==> src/rtl/timer_pkg.sv <==
// Shared register map, CTRL/STATUS bit positions and DIV field placement for the
// memory-mapped timer peripheral.
package timer_pkg;

  localparam int unsigned DATA_W = 64;
  localparam int unsigned ADDR_W = 64;

  // Byte offsets inside the 32-byte window; bits [4:3] select the register
  localparam logic [4:0] CTRL_OFF   = 5'h00;
  localparam logic [4:0] PERIOD_OFF = 5'h08;
  localparam logic [4:0] COUNT_OFF  = 5'h10;
  localparam logic [4:0] STATUS_OFF = 5'h18;

  localparam int unsigned CTRL_EN_BIT   = 0;
  localparam int unsigned CTRL_AUTO_BIT = 1;
  localparam int unsigned CTRL_IEN_BIT  = 2;
  localparam int unsigned DIV_LSB       = 16;

  localparam int unsigned STATUS_MATCH_BIT = 0;
  localparam int unsigned STATUS_OVR_BIT   = 1;

  function automatic int unsigned div_msb(input int unsigned prescale_width);
    return DIV_LSB + prescale_width - 1;
  endfunction

endpackage

==> src/rtl/timer_prescaler.sv <==
// Divides the clock by div+1 while enabled; tick is high on the cycle pre == div.
module timer_prescaler #(
  parameter int unsigned WIDTH = 16
) (
  input  logic             clock,
  input  logic             reset,
  input  logic             enable,
  input  logic             restart,
  input  logic [WIDTH-1:0] div,
  output logic             tick
);

  logic [WIDTH-1:0] pre_q;
  logic [WIDTH-1:0] pre_d;

  assign tick = enable && (pre_q == div);

  always_comb begin
    pre_d = pre_q + WIDTH'(1);
    if (!enable || restart || tick) begin
      pre_d = '0;
    end
  end

  always_ff @(posedge clock) begin
    if (reset) begin
      pre_q <= '0;
    end else begin
      pre_q <= pre_d;
    end
  end

endmodule

==> src/rtl/timer_peripheral.sv <==
// Bus-responder timer: decodes a 32-byte window, holds CTRL/PERIOD/COUNT/STATUS,
// counts prescaled ticks against PERIOD and raises a level match interrupt.
module timer_peripheral
  import timer_pkg::*;
#(
  parameter logic [63:0] BASE_ADDR      = 64'h0000_0000_0001_0000,
  parameter int unsigned PRESCALE_WIDTH = 16
) (
  input  logic              clock,
  input  logic              reset,
  input  logic [ADDR_W-1:0] address,
  input  logic [DATA_W-1:0] write_data,
  input  logic              mem_write,
  input  logic              mem_read,
  output logic [DATA_W-1:0] read_data,
  output logic              read_drive,
  output logic              irq
);

  localparam int unsigned DIV_MSB    = div_msb(PRESCALE_WIDTH);
  localparam logic [1:0]  CTRL_IDX   = CTRL_OFF[4:3];
  localparam logic [1:0]  PERIOD_IDX = PERIOD_OFF[4:3];
  localparam logic [1:0]  COUNT_IDX  = COUNT_OFF[4:3];
  localparam logic [1:0]  STATUS_IDX = STATUS_OFF[4:3];

  logic                      en_q, en_d;
  logic                      auto_q, auto_d;
  logic                      ien_q, ien_d;
  logic [PRESCALE_WIDTH-1:0] div_q, div_d;
  logic [DATA_W-1:0]         period_q, period_d;
  logic [DATA_W-1:0]         count_q, count_d;
  logic                      match_q, match_d;
  logic                      ovr_q, ovr_d;

  logic       sel;
  logic [1:0] reg_idx;
  logic       wr_ctrl, wr_period, wr_count, wr_status;
  logic       tick, tick_eff, restart;
  logic       unused_addr_bits;

  // Byte lane within a register is irrelevant: every access is a full 64-bit word
  assign unused_addr_bits = ^address[2:0];

  assign sel       = (address[63:5] == BASE_ADDR[63:5]);
  assign reg_idx   = address[4:3];
  assign wr_ctrl   = sel && mem_write && (reg_idx == CTRL_IDX);
  assign wr_period = sel && mem_write && (reg_idx == PERIOD_IDX);
  assign wr_count  = sel && mem_write && (reg_idx == COUNT_IDX);
  assign wr_status = sel && mem_write && (reg_idx == STATUS_IDX);

  // A COUNT write or a disabling CTRL write swallows a tick landing on the same edge
  assign restart  = wr_count || (wr_ctrl && write_data[CTRL_EN_BIT] && !en_q);
  assign tick_eff = tick && !wr_count && !(wr_ctrl && !write_data[CTRL_EN_BIT]);

  timer_prescaler #(
    .WIDTH (PRESCALE_WIDTH)
  ) u_prescaler (
    .clock   (clock),
    .reset   (reset),
    .enable  (en_q),
    .restart (restart),
    .div     (div_q),
    .tick    (tick)
  );

  always_comb begin
    en_d     = en_q;
    auto_d   = auto_q;
    ien_d    = ien_q;
    div_d    = div_q;
    period_d = period_q;
    count_d  = count_q;
    match_d  = match_q;
    ovr_d    = ovr_q;

    if (wr_status) begin
      match_d = match_q && !write_data[STATUS_MATCH_BIT];
      ovr_d   = ovr_q && !write_data[STATUS_OVR_BIT];
    end

    // Hardware sets land after W1C so a coincident set survives the clear
    if (tick_eff) begin
      if (count_q == period_q) begin
        match_d = 1'b1;
        if (match_q) begin
          ovr_d = 1'b1;
        end
        if (auto_q) begin
          count_d = '0;
        end else begin
          en_d = 1'b0;
        end
      end else begin
        count_d = count_q + DATA_W'(1);
      end
    end

    if (wr_ctrl) begin
      en_d   = write_data[CTRL_EN_BIT];
      auto_d = write_data[CTRL_AUTO_BIT];
      ien_d  = write_data[CTRL_IEN_BIT];
      div_d  = write_data[DIV_MSB:DIV_LSB];
    end
    if (wr_period) begin
      period_d = write_data;
    end
    if (wr_count) begin
      count_d = write_data;
    end
  end

  always_ff @(posedge clock) begin
    if (reset) begin
      en_q     <= 1'b0;
      auto_q   <= 1'b0;
      ien_q    <= 1'b0;
      div_q    <= '0;
      period_q <= '0;
      count_q  <= '0;
      match_q  <= 1'b0;
      ovr_q    <= 1'b0;
    end else begin
      en_q     <= en_d;
      auto_q   <= auto_d;
      ien_q    <= ien_d;
      div_q    <= div_d;
      period_q <= period_d;
      count_q  <= count_d;
      match_q  <= match_d;
      ovr_q    <= ovr_d;
    end
  end

  // Zero-latency read mux from registered state; returns pre-write values
  always_comb begin
    read_drive = sel && mem_read;
    read_data  = '0;
    if (read_drive) begin
      case (reg_idx)
        CTRL_IDX: begin
          read_data[CTRL_EN_BIT]     = en_q;
          read_data[CTRL_AUTO_BIT]   = auto_q;
          read_data[CTRL_IEN_BIT]    = ien_q;
          read_data[DIV_MSB:DIV_LSB] = div_q;
        end
        PERIOD_IDX: read_data = period_q;
        COUNT_IDX:  read_data = count_q;
        default: begin
          read_data[STATUS_MATCH_BIT] = match_q;
          read_data[STATUS_OVR_BIT]   = ovr_q;
        end
      endcase
    end
  end

  assign irq = match_q && ien_q;

endmodule

==> config.mk <==
export PLATFORM = sky130hd
export DESIGN_NAME = timer_peripheral
export DESIGN_NICKNAME = d
export VERILOG_FILES = /design/src/rtl/timer_pkg.sv /design/src/rtl/timer_prescaler.sv /design/src/rtl/timer_peripheral.sv
export SDC_FILE = /design/constraint.sdc
export NUM_CORES = 1
export LEC_CHECK = 0
export CAP_MARGIN = 20
export CORE_ASPECT_RATIO = 0.5
export CORE_MARGIN = 3
export CORE_UTILIZATION = 48
export DETAILED_ROUTE_END_ITERATION = 7
export PLACE_DENSITY = 0.78
export SKIP_LAST_GASP = 1
export SLEW_MARGIN = 20
export SYNTH_ARGS = -nofsm -noshare
export SYNTH_HDL_FRONTEND = slang
export SYNTH_HIERARCHICAL = 1
export SYNTH_SLANG_ARGS = --single-unit
==> constraint.sdc <==
create_clock -name clock -period 2.27 [get_ports clock]
set_input_delay 0.227 -clock clock [delete_from_list [all_inputs] [get_ports clock]]
set_output_delay 0.227 -clock clock [all_outputs]
set_load 0.01 [all_outputs]
==> results.py <==
metrics = {
    "layout": {
        "fin_util_pct": 82.7,
        "seqCellArea_sq_um": 3310,
        "area_growth_pct": 65.1,
        "fillers": 1140,
        "multi_input_area_sq_um": 7160,
        "drive_gt1_share_pct": 34.8,
        "fin_nets": 1923,
    },
    "flow_run": {
        "maxCapViolations": 0,
    },
    "status": {
        "status": "complete, but fails checks",
        "violations": "DRC, setup timing",
    },
    "yosys": {
        "ys_types": 53,
        "yosys_warnings": 6,
        "yosys_register_bits": 165,
        "synthFlopType": "dfxtp_1",
        "syn-mean-instance-area_sq_um": 7.34,
        "synthCells": 1359,
        "synth.net_count": 1498,
        "syn-cell-area_sq_um": 9970,
        "ys_seq_area_share_pct": 33.1,
        "async_flop_share_pct": 0,
        "synth_edf_count": 0,
    },
    "sta": {
        "hold_violations": 0,
        "setup_tns_ns": -33.46,
        "period_needed_ns": 2.78,
        "worst_slew_pin_slew_ns": 0.719,
        "max_freq_mhz": 360,
        "timing.hold.ws_ns": 0.235,
        "skew_ns": 0.0179,
        "rsz0062_at_grt": "yes",
        "layout_setup_ws_ns": -0.511,
        "timing.final.crit_share_pct": 122,
        "drv_slew": 0,
        "max-slew-margin-rel_pct": 52.1,
        "setup_viol": 131,
    },
    "floorplan": {
        "ioPinCount": 198,
        "die_w_um": 210,
        "dieArea_sq_um": 22600,
        "initial_core_util_pct": 50.1,
        "core_sq_um": 19900,
        "fp-row-count": 36,
        "die_h_um": 108,
    },
    "power_and_ir_drop": {
        "pwr-share-clk_pct": 49.3,
        "total_power_mw": 6.65,
        "p_int_mw": 5.04,
        "p_leak_nw": 6.02,
        "p_sw_share_pct": 24.3,
        "pwr-share-comb_pct": 7.3,
        "peakVddDrop_mv": 0.410,
        "pwr-share-seq_pct": 43.5,
        "p_sw_mw": 1.62,
        "power_density_nw_per_um2": 404,
    },
    "global_route": {
        "grt_max_degree": 48,
        "grt_pass1_wl_um": 68900,
        "grtUsageTotal_pct": 38.4,
        "grt.overflow.total": 0,
        "antenna_found_initial": 3,
        "grt_pass1_vias": 12600,
    },
    "route": {
        "routedWlPerCell_um": 24.9,
        "viasPerCell": 6.73,
        "dr_total_vias": 13900,
        "first_pass_iters": 8,
        "antenna_left": 0,
        "drcViolationCount": 53,
        "wl_um": 51500,
        "drtIter0Drc": 2600,
    },
    "setup_path": {
        "critPathMaxFanout": 7,
        "end_kind": "register",
        "worstSetupPathType": "reg -> reg",
        "arrival_ns": 3.14,
        "cp-start-kind": "register",
        "worstPathRequired_ns": 2.63,
    },
    "placement": {
        "portBuffers": 194,
        "place.gp.congestion": 0.950,
        "pre_cts_ws_ns": -0.805,
        "place_hpwl_um": 30000,
    },
    "hold_path": {
        "hp-class": "in -> reg",
    },
    "clock_network": {
        "cts_buffers": 17,
        "clk_pin_slew_worst_paths_ns": 0.07,
        "cts_root_buf": "clkbuf_16",
        "hold_buffers": 0,
        "cts_tree": "yes",
        "clock_latency_ns": 0.45,
        "cts.sinks": 165,
        "htree_num_levels": 4,
        "clockBufferDepth": 2,
    },
}
[worst max-delay path, stage by stage (launching register included)]
cell and delay [ns]:
dfxtp_1 0.46, xnor2_1 0.18, buf_4 0.15, nand4_1 0.11, nor4_1 0.50, and4_4 0.33, buf_12 0.14, o2bb2ai_4 0.18
buf_8 0.21, buf_12 0.16, a21oi_1 0.06, o21ai_1 0.19
[placed cells by master (no fill, tap or decap), types with 7 or more instances in the layout]
cell and count:
a221oi_2 9, o21ai_1 8, clkdlybuf4s15_1 21, nor3_1 15
nor2_4 51, o21ai_0 21, buf_4 289, and2_1 8
nand4_1 49, xor2_1 21, o32ai_2 9, a222oi_1 19
a22oi_1 50, nand3_1 41, nor2_2 12, clkbuf_2 9
xnor2_1 84, dfxtp_1 163, nor2_1 58, buf_2 40
buf_6 45, buf_8 7, clkbuf_16 23, a21oi_1 142
o32ai_1 24, buf_12 29, nor4_1 34, nor4_2 13
dlygate4sd2_1 14, inv_1 10, nor4_4 8, and3_1 20
nand2_1 255, clkdlybuf4s50_1 68
[kinds of logic after synthesis]
logic type / share of synthesized area (%)
XOR/XNOR: 9.49
adder cells (fa/ha/maj): 0.878
flip-flops: 33.1
buffers and inverters: 6.17
AO/OA/AOI/OAI: 22.2
AND/OR/NAND/NOR: 28.1
[synth_stat cells, types with 2 or more instances]
cell      number  area, sq um
nor4_1        53          332
a21o_1         2         15.0
nand4_1       49          307
nor4b_1        7         61.3
xor2_1        21          184
o41ai_1        6         52.6
a222oi_1      19          190
a221oi_1      14          123
or4_1          3         22.5
and3_1        21          131
clkbuf_1      87          327
ha_1           7         87.6
nor2_1       120          450
a21oi_1      154          771
a32o_1         4         40.0
o21ai_1        6         30.0
buf_4          8         60.1
inv_1         11         41.3
nand3_1       46          230
dfxtp_1      165         3300
a32oi_1        4         35.0
o32ai_1       33          289
buf_2         30          150
a22oi_1       52          390
nor3_1        16         80.1
buf_1          6         22.5
xnor2_1       87          762
o21a_1         5         37.5
and4_1         7         61.3
nand2_1      257          965
and2_1         9         56.3
or2_2          2         12.5
o21ai_0       28          140
[routing by layer]
metal  GRT usage (%)  vias up  part of all wire, %
li1                -     5780                    -
met1            50.2     6503                   35
met2            61.9     1239                   44
met3            9.61      373                   14
met4            14.0        2                  6.5
met5               0        -                0.023
[through the flow]
stage	cell area, sq um	std cells
6_report	16500	2065
5_1_grt	16500	2065
4_1_cts	15100	2024
3_5_place_dp	14100	1972
3_3_place_gp	14100	1972
2_1_floorplan	10000	1359
[registers in the layout (all words and copies together), names as in the netlist]
register	count
u_prescaler/pre_q	16
period_q	64
div_q	16
en_q	1
auto_q	1
ien_q	1
match_q	1
ovr_q	1
count_q	64
[final timing paths]
check	start	to	slack, ns	depth (start not counted)
max	period_q[30]	count_q[17]	-0.51	11
min reg2reg	period_q[46]	period_q[46]	0.50	2
max reg2reg	period_q[30]	count_q[17]	-0.51	11
min	reset	period_q[32]	0.24	2
[cell type report]
| class | instances | share of cell area (%) |
|---|---|---|
| antenna | 2 | 0.0304 |
| clock buffer | 19 | 2.75 |
| clock inverter | 13 | 1.18 |
| inverter | 12 | 0.289 |
| multi-input combinational | 1052 | 43.5 |
| sequential | 165 | 20.1 |
| tap | 266 | 2.02 |
| timing repair buffer | 536 | 30.1 |
[repair_timing]
action | in CTS | in global routing
setup endpoints to repair | 148 | 212
pin swaps | 39 | 52
buffers inserted | 13 | 28
gates resized for setup | 339 | 349
gates cloned | 7 | 11
[power by group through the flow]
stage / clock, mW / combinational (mW) / sequential (mW)
2_1_floorplan: 0 / 0.0968 / 2.96
4_1_cts: 3.22 / 0.430 / 2.89
6_report: 3.28 / 0.485 / 2.89
3_5_place_dp: 0 / 0.445 / 2.96
3_3_place_gp: 0 / 0.440 / 2.96
5_1_grt: 3.38 / 0.490 / 2.89
(Power assumes the default switching activity.)
